--- config.mk ---
export PLATFORM = sky130hd
export DESIGN_NAME = fwd_hazard_ctrl_flat
export DESIGN_NICKNAME = d
export VERILOG_FILES = /design/src/rtl/fwd_hazard_if.sv /design/src/rtl/fwd_hazard_ctrl.sv /design/src/flat_wrapper.sv
export SDC_FILE = /design/constraint.sdc
export NUM_CORES = 1
export LEC_CHECK = 0
export BUFFER_PORTS_ARGS = -buffer_cell sky130_fd_sc_hd__buf_4
export CAP_MARGIN = 30
export CORE_ASPECT_RATIO = 1.75
export CORE_MARGIN = 1
export CORE_UTILIZATION = 54
export DETAILED_ROUTE_END_ITERATION = 6
export GPL_TIMING_DRIVEN = 0
export PLACE_DENSITY = 0.78
export SYNTH_ARGS = -nofsm -noshare
export SYNTH_HDL_FRONTEND = slang
export SYNTH_SLANG_ARGS = --single-unit
export TNS_END_PERCENT = 50
--- constraint.sdc ---
create_clock -name clk -period 1.9 [get_ports clk]
set_input_delay 0.38 -clock clk [delete_from_list [all_inputs] [get_ports clk]]
set_output_delay 0.38 -clock clk [all_outputs]
set_load 0.005 [all_outputs]
--- src/rtl/fwd_hazard_if.sv ---
// Decode-side bundle between the ID stage and the forwarding/hazard controller.
//   master : decode stage (drives ID instruction fields, consumes controls)
//   slave  : fwd_hazard_ctrl (consumes ID fields, drives selects/stall/busy)
// Signals:
//   id_valid, id_rs, id_rt, id_use_rs, id_use_rt, id_wr_en, id_wr_addr,
//   id_is_load, id_is_md, id_uses_hilo       : ID instruction description
//   fwd_a_sel, fwd_b_sel                      : EX operand mux selects
//   stall, bubble_ex, md_busy                 : pipeline control
interface fwd_hazard_if #(
    parameter int unsigned REG_AW = 5
);
    logic              id_valid;
    logic [REG_AW-1:0] id_rs;
    logic [REG_AW-1:0] id_rt;
    logic              id_use_rs;
    logic              id_use_rt;
    logic              id_wr_en;
    logic [REG_AW-1:0] id_wr_addr;
    logic              id_is_load;
    logic              id_is_md;
    logic              id_uses_hilo;
    logic [1:0]        fwd_a_sel;
    logic [1:0]        fwd_b_sel;
    logic              stall;
    logic              bubble_ex;
    logic              md_busy;

    modport master (
        output id_valid, id_rs, id_rt, id_use_rs, id_use_rt, id_wr_en,
               id_wr_addr, id_is_load, id_is_md, id_uses_hilo,
        input  fwd_a_sel, fwd_b_sel, stall, bubble_ex, md_busy
    );

    modport slave (
        input  id_valid, id_rs, id_rt, id_use_rs, id_use_rt, id_wr_en,
               id_wr_addr, id_is_load, id_is_md, id_uses_hilo,
        output fwd_a_sel, fwd_b_sel, stall, bubble_ex, md_busy
    );
endinterface

--- src/rtl/fwd_hazard_ctrl.sv ---
// Operand-forwarding select and hazard/stall controller for the 5-stage pipe.
// Tracks a shadow copy of the EX/MEM/WB destination state so it needs no
// datapath inputs.
// Ports:
//   clk, rst_n : pipeline clock, asynchronous active-low reset
//   bus        : fwd_hazard_if slave (ID fields in; selects, stall,
//                bubble_ex, md_busy out)
// Select encoding: 00 regfile, 01 WB result, 10 MEM ALU result,
// 11 MEM load data (never driven).
module fwd_hazard_ctrl #(
    parameter int unsigned MD_CYCLES = 8,
    parameter int unsigned REG_AW    = 5
) (
    input  logic         clk,
    input  logic         rst_n,
    fwd_hazard_if.slave  bus
);

    localparam int unsigned CNT_W = $clog2(MD_CYCLES);

    localparam logic [1:0] SEL_RF  = 2'b00;
    localparam logic [1:0] SEL_WB  = 2'b01;
    localparam logic [1:0] SEL_MEM = 2'b10;

    typedef struct packed {
        logic              valid;
        logic              wr_en;
        logic [REG_AW-1:0] wr_addr;
        logic              is_load;
    } dst_rec_t;

    typedef struct packed {
        dst_rec_t          dst;
        logic [REG_AW-1:0] rs;
        logic [REG_AW-1:0] rt;
        logic              use_rs;
        logic              use_rt;
    } ex_rec_t;

    typedef enum logic {
        MD_IDLE = 1'b0,
        MD_BUSY = 1'b1
    } md_state_t;

    ex_rec_t    ex_q;
    ex_rec_t    ex_d;
    dst_rec_t   mem_q;
    dst_rec_t   wb_q;
    md_state_t  md_state;
    logic [CNT_W-1:0] md_cnt;

    logic       load_use_c;
    logic       md_hazard_c;
    logic       stall_c;
    logic       md_busy_c;
    logic [1:0] sel_a_c;
    logic [1:0] sel_b_c;

    // WB never holds a load that matters for forwarding; kept for record symmetry.
    logic unused_wb_is_load;
    assign unused_wb_is_load = wb_q.is_load;

    assign md_busy_c = (md_state == MD_BUSY);

    // Hazard detection against the instruction currently in ID.
    always_comb begin
        load_use_c  = 1'b0;
        md_hazard_c = 1'b0;
        if (bus.id_valid && ex_q.dst.valid && ex_q.dst.is_load && ex_q.dst.wr_en
            && (ex_q.dst.wr_addr != '0)) begin
            load_use_c = (bus.id_use_rs && (bus.id_rs == ex_q.dst.wr_addr))
                      || (bus.id_use_rt && (bus.id_rt == ex_q.dst.wr_addr));
        end
        if (bus.id_valid && (bus.id_is_md || bus.id_uses_hilo) && md_busy_c) begin
            md_hazard_c = 1'b1;
        end
        stall_c = load_use_c || md_hazard_c;
    end

    // Forwarding selects for the instruction in EX; MEM (newest) wins over WB.
    always_comb begin
        sel_a_c = SEL_RF;
        sel_b_c = SEL_RF;
        if (ex_q.use_rs && (ex_q.rs != '0)) begin
            if (mem_q.valid && mem_q.wr_en && !mem_q.is_load && (mem_q.wr_addr == ex_q.rs)) begin
                sel_a_c = SEL_MEM;
            end else if (wb_q.valid && wb_q.wr_en && (wb_q.wr_addr == ex_q.rs)) begin
                sel_a_c = SEL_WB;
            end
        end
        if (ex_q.use_rt && (ex_q.rt != '0)) begin
            if (mem_q.valid && mem_q.wr_en && !mem_q.is_load && (mem_q.wr_addr == ex_q.rt)) begin
                sel_b_c = SEL_MEM;
            end else if (wb_q.valid && wb_q.wr_en && (wb_q.wr_addr == ex_q.rt)) begin
                sel_b_c = SEL_WB;
            end
        end
    end

    // Next EX record: a real ID instruction, or an all-zero bubble.
    always_comb begin
        ex_d = '0;
        if (bus.id_valid && !stall_c) begin
            ex_d.dst.valid   = 1'b1;
            ex_d.dst.wr_en   = bus.id_wr_en;
            ex_d.dst.wr_addr = bus.id_wr_addr;
            ex_d.dst.is_load = bus.id_is_load;
            ex_d.rs          = bus.id_rs;
            ex_d.rt          = bus.id_rt;
            ex_d.use_rs      = bus.id_use_rs;
            ex_d.use_rt      = bus.id_use_rt;
        end
    end

    // Shadow pipeline advance.
    always_ff @(posedge clk or negedge rst_n) begin
        if (!rst_n) begin
            ex_q  <= '0;
            mem_q <= '0;
            wb_q  <= '0;
        end else begin
            ex_q  <= ex_d;
            mem_q <= ex_q.dst;
            wb_q  <= mem_q;
        end
    end

    // Mult/div occupancy. The counter reaches 0 on the edge that returns to
    // IDLE, so BUSY covers the MD_CYCLES-1 cycles following the issue cycle.
    always_ff @(posedge clk or negedge rst_n) begin
        if (!rst_n) begin
            md_state <= MD_IDLE;
            md_cnt   <= '0;
        end else begin
            case (md_state)
                MD_IDLE: begin
                    if (bus.id_valid && bus.id_is_md && !stall_c) begin
                        md_state <= MD_BUSY;
                        md_cnt   <= CNT_W'(MD_CYCLES - 1);
                    end
                end
                MD_BUSY: begin
                    md_cnt <= md_cnt - CNT_W'(1);
                    if (md_cnt == CNT_W'(1)) begin
                        md_state <= MD_IDLE;
                    end
                end
                default: begin
                    md_state <= MD_IDLE;
                    md_cnt   <= '0;
                end
            endcase
        end
    end

    assign bus.fwd_a_sel = sel_a_c;
    assign bus.fwd_b_sel = sel_b_c;
    assign bus.stall     = stall_c;
    assign bus.bubble_ex = stall_c;
    assign bus.md_busy   = md_busy_c;

endmodule

--- src/flat_wrapper.sv ---
// flat-port wrapper written by rule: the top's interface ports become plain ports
module fwd_hazard_ctrl_flat 
#(
    parameter int unsigned MD_CYCLES = 8,
    parameter int unsigned REG_AW    = 5
)
  (clk, rst_n, bus_id_valid, bus_id_rs, bus_id_rt, bus_id_use_rs, bus_id_use_rt, bus_id_wr_en, bus_id_wr_addr, bus_id_is_load, bus_id_is_md, bus_id_uses_hilo, bus_fwd_a_sel, bus_fwd_b_sel, bus_stall, bus_bubble_ex, bus_md_busy);
  fwd_hazard_if #(.REG_AW(REG_AW)) bus_i ();
  input  logic clk;
  input  logic rst_n;
  input wire logic [$bits(bus_i.id_valid)-1:0] bus_id_valid;
  input wire logic [$bits(bus_i.id_rs)-1:0] bus_id_rs;
  input wire logic [$bits(bus_i.id_rt)-1:0] bus_id_rt;
  input wire logic [$bits(bus_i.id_use_rs)-1:0] bus_id_use_rs;
  input wire logic [$bits(bus_i.id_use_rt)-1:0] bus_id_use_rt;
  input wire logic [$bits(bus_i.id_wr_en)-1:0] bus_id_wr_en;
  input wire logic [$bits(bus_i.id_wr_addr)-1:0] bus_id_wr_addr;
  input wire logic [$bits(bus_i.id_is_load)-1:0] bus_id_is_load;
  input wire logic [$bits(bus_i.id_is_md)-1:0] bus_id_is_md;
  input wire logic [$bits(bus_i.id_uses_hilo)-1:0] bus_id_uses_hilo;
  output wire logic [$bits(bus_i.fwd_a_sel)-1:0] bus_fwd_a_sel;
  output wire logic [$bits(bus_i.fwd_b_sel)-1:0] bus_fwd_b_sel;
  output wire logic [$bits(bus_i.stall)-1:0] bus_stall;
  output wire logic [$bits(bus_i.bubble_ex)-1:0] bus_bubble_ex;
  output wire logic [$bits(bus_i.md_busy)-1:0] bus_md_busy;
  assign bus_i.id_valid = bus_id_valid;
  assign bus_i.id_rs = bus_id_rs;
  assign bus_i.id_rt = bus_id_rt;
  assign bus_i.id_use_rs = bus_id_use_rs;
  assign bus_i.id_use_rt = bus_id_use_rt;
  assign bus_i.id_wr_en = bus_id_wr_en;
  assign bus_i.id_wr_addr = bus_id_wr_addr;
  assign bus_i.id_is_load = bus_id_is_load;
  assign bus_i.id_is_md = bus_id_is_md;
  assign bus_i.id_uses_hilo = bus_id_uses_hilo;
  assign bus_fwd_a_sel = bus_i.fwd_a_sel;
  assign bus_fwd_b_sel = bus_i.fwd_b_sel;
  assign bus_stall = bus_i.stall;
  assign bus_bubble_ex = bus_i.bubble_ex;
  assign bus_md_busy = bus_i.md_busy;
  fwd_hazard_ctrl #(.MD_CYCLES(MD_CYCLES), .REG_AW(REG_AW)) u_core (.clk(clk), .rst_n(rst_n), .bus(bus_i));
endmodule
==> impl_metrics.toml, run 1 <==
[synthesis]
synth_top_family_by_area = "simple AND/OR/NAND/NOR gates"
seq_area_frac_synth = 0.565
ys_types = 28
synth_compound_area_frac = 0.0558
synth_area_mm2 = 0.00173
synthMuxAreaShare = 0.00579
synth_warnings = 0
synthCells = 139
synth-xor-area-share = 0.157
synthAdderAreaFrac = 0.0145
synthSimpleGateAreaFrac = 0.174
ys_seq_elements = 39
synth.avg_cell_area_um2 = 12.4
synth_nets = 165

[drt]
wl_per_cell_um = 14.0
num_vias = 1132
routed_wl_mm = 3.14
post_drt_via_cell_ratio = 5.03
drtAntennaViolNets = 0
first_pass_iters = 4
drcViolationCount = 0
drt_iter0_markers = 10

[global_route]
grt_max_degree = 40
grt_overflow = 0
grt_pass1_wl_mm = 5.15
grt_use_total = 0.216
grt_pass1_vias = 1234
antenna_found_initial = 0

[worst_setup_path]
critPathCaptureType = "output pin"
rrSetupSlack_ps = 330
critical_path_arrival_ps = 1640
path_delay_family = "simple AND/OR/NAND/NOR gates"
critical_path.startpoint_type = "register"
crit_path_top_delay_cell = "or4_4"
r2r_end = "u_core.ex_q[11]$_DFF_PN0_"
startpoint = "u_core.ex_q[3]$_DFF_PN0_"
crit_buf_inv = 1
rr_worst_depth = 7
crit_path_max_fanout = 3
worstPathRequired_ps = 1520
crit_chain = "or4_4, o21ai_2, nor3_1, buf_4"
setup.worst_path.class = "reg2out"
timing.rr.start = "u_core.ex_q[16]$_DFF_PN0_"
max_stage_delay_ps = 540

[final_layout]
fin_area_mm2 = 0.00219
drive_above_1_share = 0.404
area_delta_synth_final_pct = 26.5
post-route-util = 0.730
fin_nets = 208
n_antenna_cell = 0

[pwr]
p_sw_frac = 0.282
intPower_w = 0.00149
pwr-share-seq = 0.496
comb_power_share = 0.254
p_total_w = 0.00207
p_clk_frac = 0.251
power_density_mw_per_mm2 = 949
ir_drop_mv = 0.708
leakagePower_nw = 1.06
switchingPower_w = 0.000586

[place]
place_congestion = 0.827
io_buffer_count = 30
dpl.hpwl_mm = 2.43
place_area_mm2 = 0.00201

[timing]
finalSetupViolCount = 6
whs_ps = 33.9
fin_setup_tns_ps = -480
rsz0062_at_grt = "yes"
period_share = 1.06
clock-skew-final_ps = 4.00
post-route-min-period_ps = 2020
relSlewSlack = 0.692
setup_slack_ps = -119
tightestPinTransition_ps = 463
max_clock_freq_ghz = 0.495
hold_violations = 0
slew_violations = 0

[floorplanning]
initial_core_util = 0.577
core_area_mm2 = 0.00299
dieHeight_um = 76.8
rows = 26
io_pins = 31
chipWidth_um = 44.8
die_area_mm2 = 0.00344

[clocking]
h-tree-depth = 2
cts_buffer_depth = 2
clkSinkCount = 39
cts_tree = "yes"
path_clk_slew_ps = 70
root_buffer = "clkbuf_8"
cts_inserted_buffers = 5
clkLatencyLatePin_ps = 290

[flow_run]
drv_cap = 0

[outcome]
status = "finished, violations left"
failed_checks = "negative setup slack"

[hold_path]
hold_class = "in2async"
-- final cells by class --
cell class	instances	area (um2)
Clock buffer	7	76.3
Clock inverter	1	5.00
Buffer	4	37.5
Timing Repair Buffer	36	274
Inverter	4	15.0
Tap cell	42	52.6
Sequential cell	39	978
Fill cell	239	807
Multi-Input combinational cell	92	747
-- how the worst max path moves through the flow --
| stage | to | slack [ps] | cells past startpoint |
|---|---|---|---|
| 6_report | bus_fwd_b_sel[0] | -120 | 4 |
| 5_1_grt | bus_stall | -160 | 7 |
| 4_1_cts | bus_fwd_b_sel[0] | -100 | 4 |
| 3_5_place_dp | bus_stall | 90 | 8 |
| 3_3_place_gp | bus_stall | 120 | 8 |
| 2_1_floorplan | bus_stall | 350 | 6 |
-- synthesized netlist by cell type (all sizes together) --
cell type	number	area share
o211ai	1	0.0043
o22ai	1	0.0072
xor2	12	0.061
a22oi	1	0.0043
or4	2	0.0087
and2	19	0.088
nand2	7	0.015
inv	4	0.0087
clkbuf	1	0.0022
dfrtp	39	0.56
xnor2	19	0.096
nor2	2	0.0043
ha	2	0.014
a21oi	4	0.020
nor4	4	0.014
nand4	7	0.029
o21ai	2	0.0058
o31a	1	0.0051
buf	3	0.017
a31o	1	0.0051
mux2i	1	0.0058
nor3	5	0.014
a31oi	1	0.0036
-- timing repair --
item | in CTS | in global routing
hold buffers | 0 | 0
gates cloned | 0 | 0
buffers inserted | 3 | 3
gates resized for setup | 3 | 10
pin swaps | 3 | 7
setup endpoints to repair | 6 | 6
-- routing by layer --
| layer | share of wire | global-route usage | wire length, um | vias to the layer above |
|---|---|---|---|---|
| met5 | 0 | 0 | 0 | - |
| met4 | 0.038 | 0.127 | 119 | 0 |
| met3 | 0.038 | 0.0518 | 119 | 11 |
| met2 | 0.60 | 0.406 | 1900 | 33 |
| met1 | 0.32 | 0.186 | 1000 | 539 |
| li1 | - | - | - | 549 |
-- kinds of logic (layout without fill, tap and decap cells) --
kind of cell	Yosys count	after routing
fa+ha+maj	2	2
simple gates	46	46
compound gates	12	12
xor+xnor	31	31
buf+inv	8	52
mux	1	1
flops	39	39
-- metrics by stage --
stage	setup WS, ps	std cells
finish	-119	225
global route	-164	225
detailed placement	88.5	211
CTS	-96.9	222
floorplan	353	139
global placement	118	211
-- sequential cells by signal, indices dropped and copies added, names as in the netlist --
name                count
u_core.bus.md_busy      1
u_core.ex_q            20
u_core.md_cnt           3
u_core.mem_q            8
u_core.wb_q             7
-- power groups by stage --
stage	Sequential [W]	Clock, W	Combinational [W]
floorplan	0.00102	0	0.000340
global placement	0.00103	0	0.000462
detailed placement	0.00104	0	0.000492
CTS	0.00102	0.000533	0.000505
global route	0.00104	0.000573	0.000580
finish	0.00103	0.000520	0.000527
-- layout by cell type (no fill, tap or decap) --
cell type,netlist,routed
xnor2_1,19,17
o22ai_2,1,1
nor4_1,4,3
a21oi_2,1,1
nand4_2,1,1
and2_4,13,13
and2_1,6,6
clkinv_2,0,1
dfrtp_1,39,37
a22oi_1,1,1
inv_1,4,4
ha_1,2,2
a31oi_1,1,1
a21oi_1,2,2
o211ai_1,1,1
nand2_2,0,1
mux2i_1,1,1
a31o_2,1,1
clkbuf_1,1,3
buf_4,1,35
nor3_1,5,4
nor4_2,0,1
dfrtp_2,0,2
o21ai_2,0,2
nand2_1,7,6
a21oi_4,1,1
xor2_1,12,12
xnor2_2,0,2
clkbuf_8,0,5
nor3_2,0,1
nand4_1,6,6
o31a_1,1,1
buf_6,2,4
or4_4,0,2
nor2_1,2,2
No activity file was read; power rests on OpenSTA's default activity.
==> inputs of run 2 (changes only) <==
Settings changed: GPL_TIMING_DRIVEN 0 to unset, PLACE_DENSITY 0.78 to 0.76, SLEW_MARGIN set to 20.
==> run 2 against run 1 <==
Against the previous run:
- the flow still finishes with violations (negative setup slack)
- critical path depth did not move
- sequential share of layout area down 1.9 points
- worst setup slack worse by 26 ps
- cell count is 0.89% lower
- fmax fell by 1.3%
- clock skew grew 1.3 ps
- register-to-register slack got worse by 120 ps
- critical endpoint is now bus_fwd_b_sel[1]
- first-iteration DRC count decreased by 10%
- routed wire length up 10%
- largest power group unchanged
- sequential power hardly changed
==> impl_metrics.toml, run 2 (synthesis results as in run 1) <==
[outcome]
status = "finished, violations left"
failed_checks = "negative setup slack"

[worst_setup_path]
crit_path_top_delay_cell = "or4_4"
r2r_end = "u_core.ex_q[6]$_DFF_PN0_"
rr_worst_depth = 6
setup.worst_path.class = "reg2out"
crit_path_max_fanout = 3
critPathCaptureType = "output pin"
critical_path_arrival_ps = 1670
path_depth = 4
timing.rr.start = "u_core.ex_q[14]$_DFF_PN0_"
path_delay_family = "simple AND/OR/NAND/NOR gates"
rrSetupSlack_ps = 210
worstPathRequired_ps = 1520
startpoint = "u_core.ex_q[4]$_DFF_PN0_"
max_stage_delay_ps = 560
critical_path.startpoint_type = "register"
endpoint = "bus_fwd_b_sel[1]"
crit_buf_inv = 1
crit_chain = "or4_4, o21ai_4, nor4_1, buf_4"

[final_layout]
fin_area_mm2 = 0.00229
n_antenna_cell = 0
largestRegisters = "u_core.ex_q x20, u_core.mem_q x8, u_core.wb_q x7"
final_common_cell = "buf_4"
fin_nets = 206
regMostFlops = "u_core.ex_q"
area_delta_synth_final_pct = 32.4
layout_common_cells = "37 x buf_4, 35 x dfrtp_1, 13 x and2_4"
post-route-util = 0.764
drive_above_1_share = 0.459
largest_reg_flops = 20

[clocking]
cts_tree = "yes"
h-tree-depth = 2
clkSinkCount = 39
cts_buffer_depth = 2
cts_inserted_buffers = 5
path_clk_slew_ps = 70
clkLatencyLatePin_ps = 280
root_buffer = "clkbuf_8"

[drt]
drcViolationCount = 0
drtAntennaViolNets = 0
wl_per_cell_um = 15.5
drt_iter0_markers = 9
post_drt_via_cell_ratio = 5.22
num_vias = 1165
first_pass_iters = 4
routed_wl_mm = 3.47

[timing]
whs_ps = 46.5
finalSetupViolCount = 6
max_clock_freq_ghz = 0.489
setup_slack_ps = -146
period_share = 1.08
clock-skew-final_ps = 5.32
rsz0062_at_grt = "yes"
slew_violations = 0
relSlewSlack = 0.673
tightestPinTransition_ps = 490
hold_violations = 0
post-route-min-period_ps = 2050

[global_route]
grt_pass1_vias = 1239
grt_overflow = 0
antenna_found_initial = 0
grt_max_degree = 40
grt_pass1_wl_mm = 5.34
grt_use_total = 0.221

[floorplanning]
chipWidth_um = 44.8
die_area_mm2 = 0.00344
initial_core_util = 0.577
dieHeight_um = 76.8
core_area_mm2 = 0.00299
io_pins = 31
rows = 26

[place]
dpl.hpwl_mm = 2.47
place_congestion = 0.831
io_buffer_count = 30
place_area_mm2 = 0.00198

[pwr]
power_density_mw_per_mm2 = 1030
ir_drop_mv = 1.01
leakagePower_nw = 1.10

[hold_path]
hold_class = "in2async"

[flow_run]
drv_cap = 0
## run 2: changes by cell type in the layout (fill, tap and decap cells not counted), sizes merged
cell / delta
bufinv: +2
clkinv: -1
clkbuf: -2
buf: -1
## run 2: worst min-delay path by stage
stage	start	to
4_1_cts	rst_n	u_core.ex_q[7]$_DFF_PN0_
6_report	rst_n	u_core.mem_q[3]$_DFF_PN0_
3_3_place_gp	rst_n	u_core.ex_q[15]$_DFF_PN0_
2_1_floorplan	rst_n	u_core.bus.md_busy$_DFF_PN0_
3_5_place_dp	u_core.mem_q[7]$_DFF_PN0_	u_core.wb_q[7]$_DFF_PN0_
5_1_grt	rst_n	u_core.ex_q[0]$_DFF_PN0_
## run 2: routing by layer
| layer | wire, um | vias to the layer above | GRT usage |
|---|---|---|---|
| li1 | - | 547 | - |
| met1 | 1160 | 570 | 0.213 |
| met2 | 2060 | 35 | 0.406 |
| met3 | 107 | 13 | 0.0518 |
| met4 | 141 | 0 | 0.112 |
| met5 | 0 | - | 0 |
## run 2: report_power, final
group          switching, W  internal (W)  leakage, nW
logic              0.000230      0.000286        0.535
registers          0.000111      0.000939        0.498
clock network      0.000265      0.000524       0.0654
total              0.000606       0.00175         1.10
## run 2: area by class of cell
| cell class | instances | area [um2] |
|---|---|---|
| Clock buffer | 6 | 72.6 |
| Clock inverter | 2 | 60.1 |
| Fill cell | 220 | 706 |
| Inverter | 4 | 15.0 |
| Multi-Input combinational cell | 92 | 817 |
| Sequential cell | 39 | 981 |
| Tap cell | 42 | 52.6 |
| Timing Repair Buffer | 38 | 289 |
## run 2: timing repair
item                                    in CTS  in global routing
pin swaps                                    1                 15
setup buffers                                4                  3
gates resized for setup                      5                 19
hold buffers                                 0                  0
endpoints found under the setup margin       6                 25
## run 2: worst reg2reg max path: cells and delay by family (launching register included)
| family | cells | cell delay (ps) |
|---|---|---|
| AOI/OAI and AO/OA | 2 | 520 |
| DFF | 1 | 470 |
| and+or+nand+nor | 2 | 330 |
| xor gates and xnor gates | 1 | 160 |
| buffers and inverters | 1 | 160 |
## run 2: per-stage QoR
step | setup TNS (ps) | worst slack, ps | total power (W) | std cells
floorplan | 0 | 353 | 0.00136 | 139
global placement | 0 | 40.3 | 0.00148 | 208
detailed placement | 0 | 14.0 | 0.00151 | 208
CTS | -628 | -163 | 0.00233 | 220
global route | -777 | -173 | 0.00247 | 223
finish | -476 | -146 | 0.00236 | 223
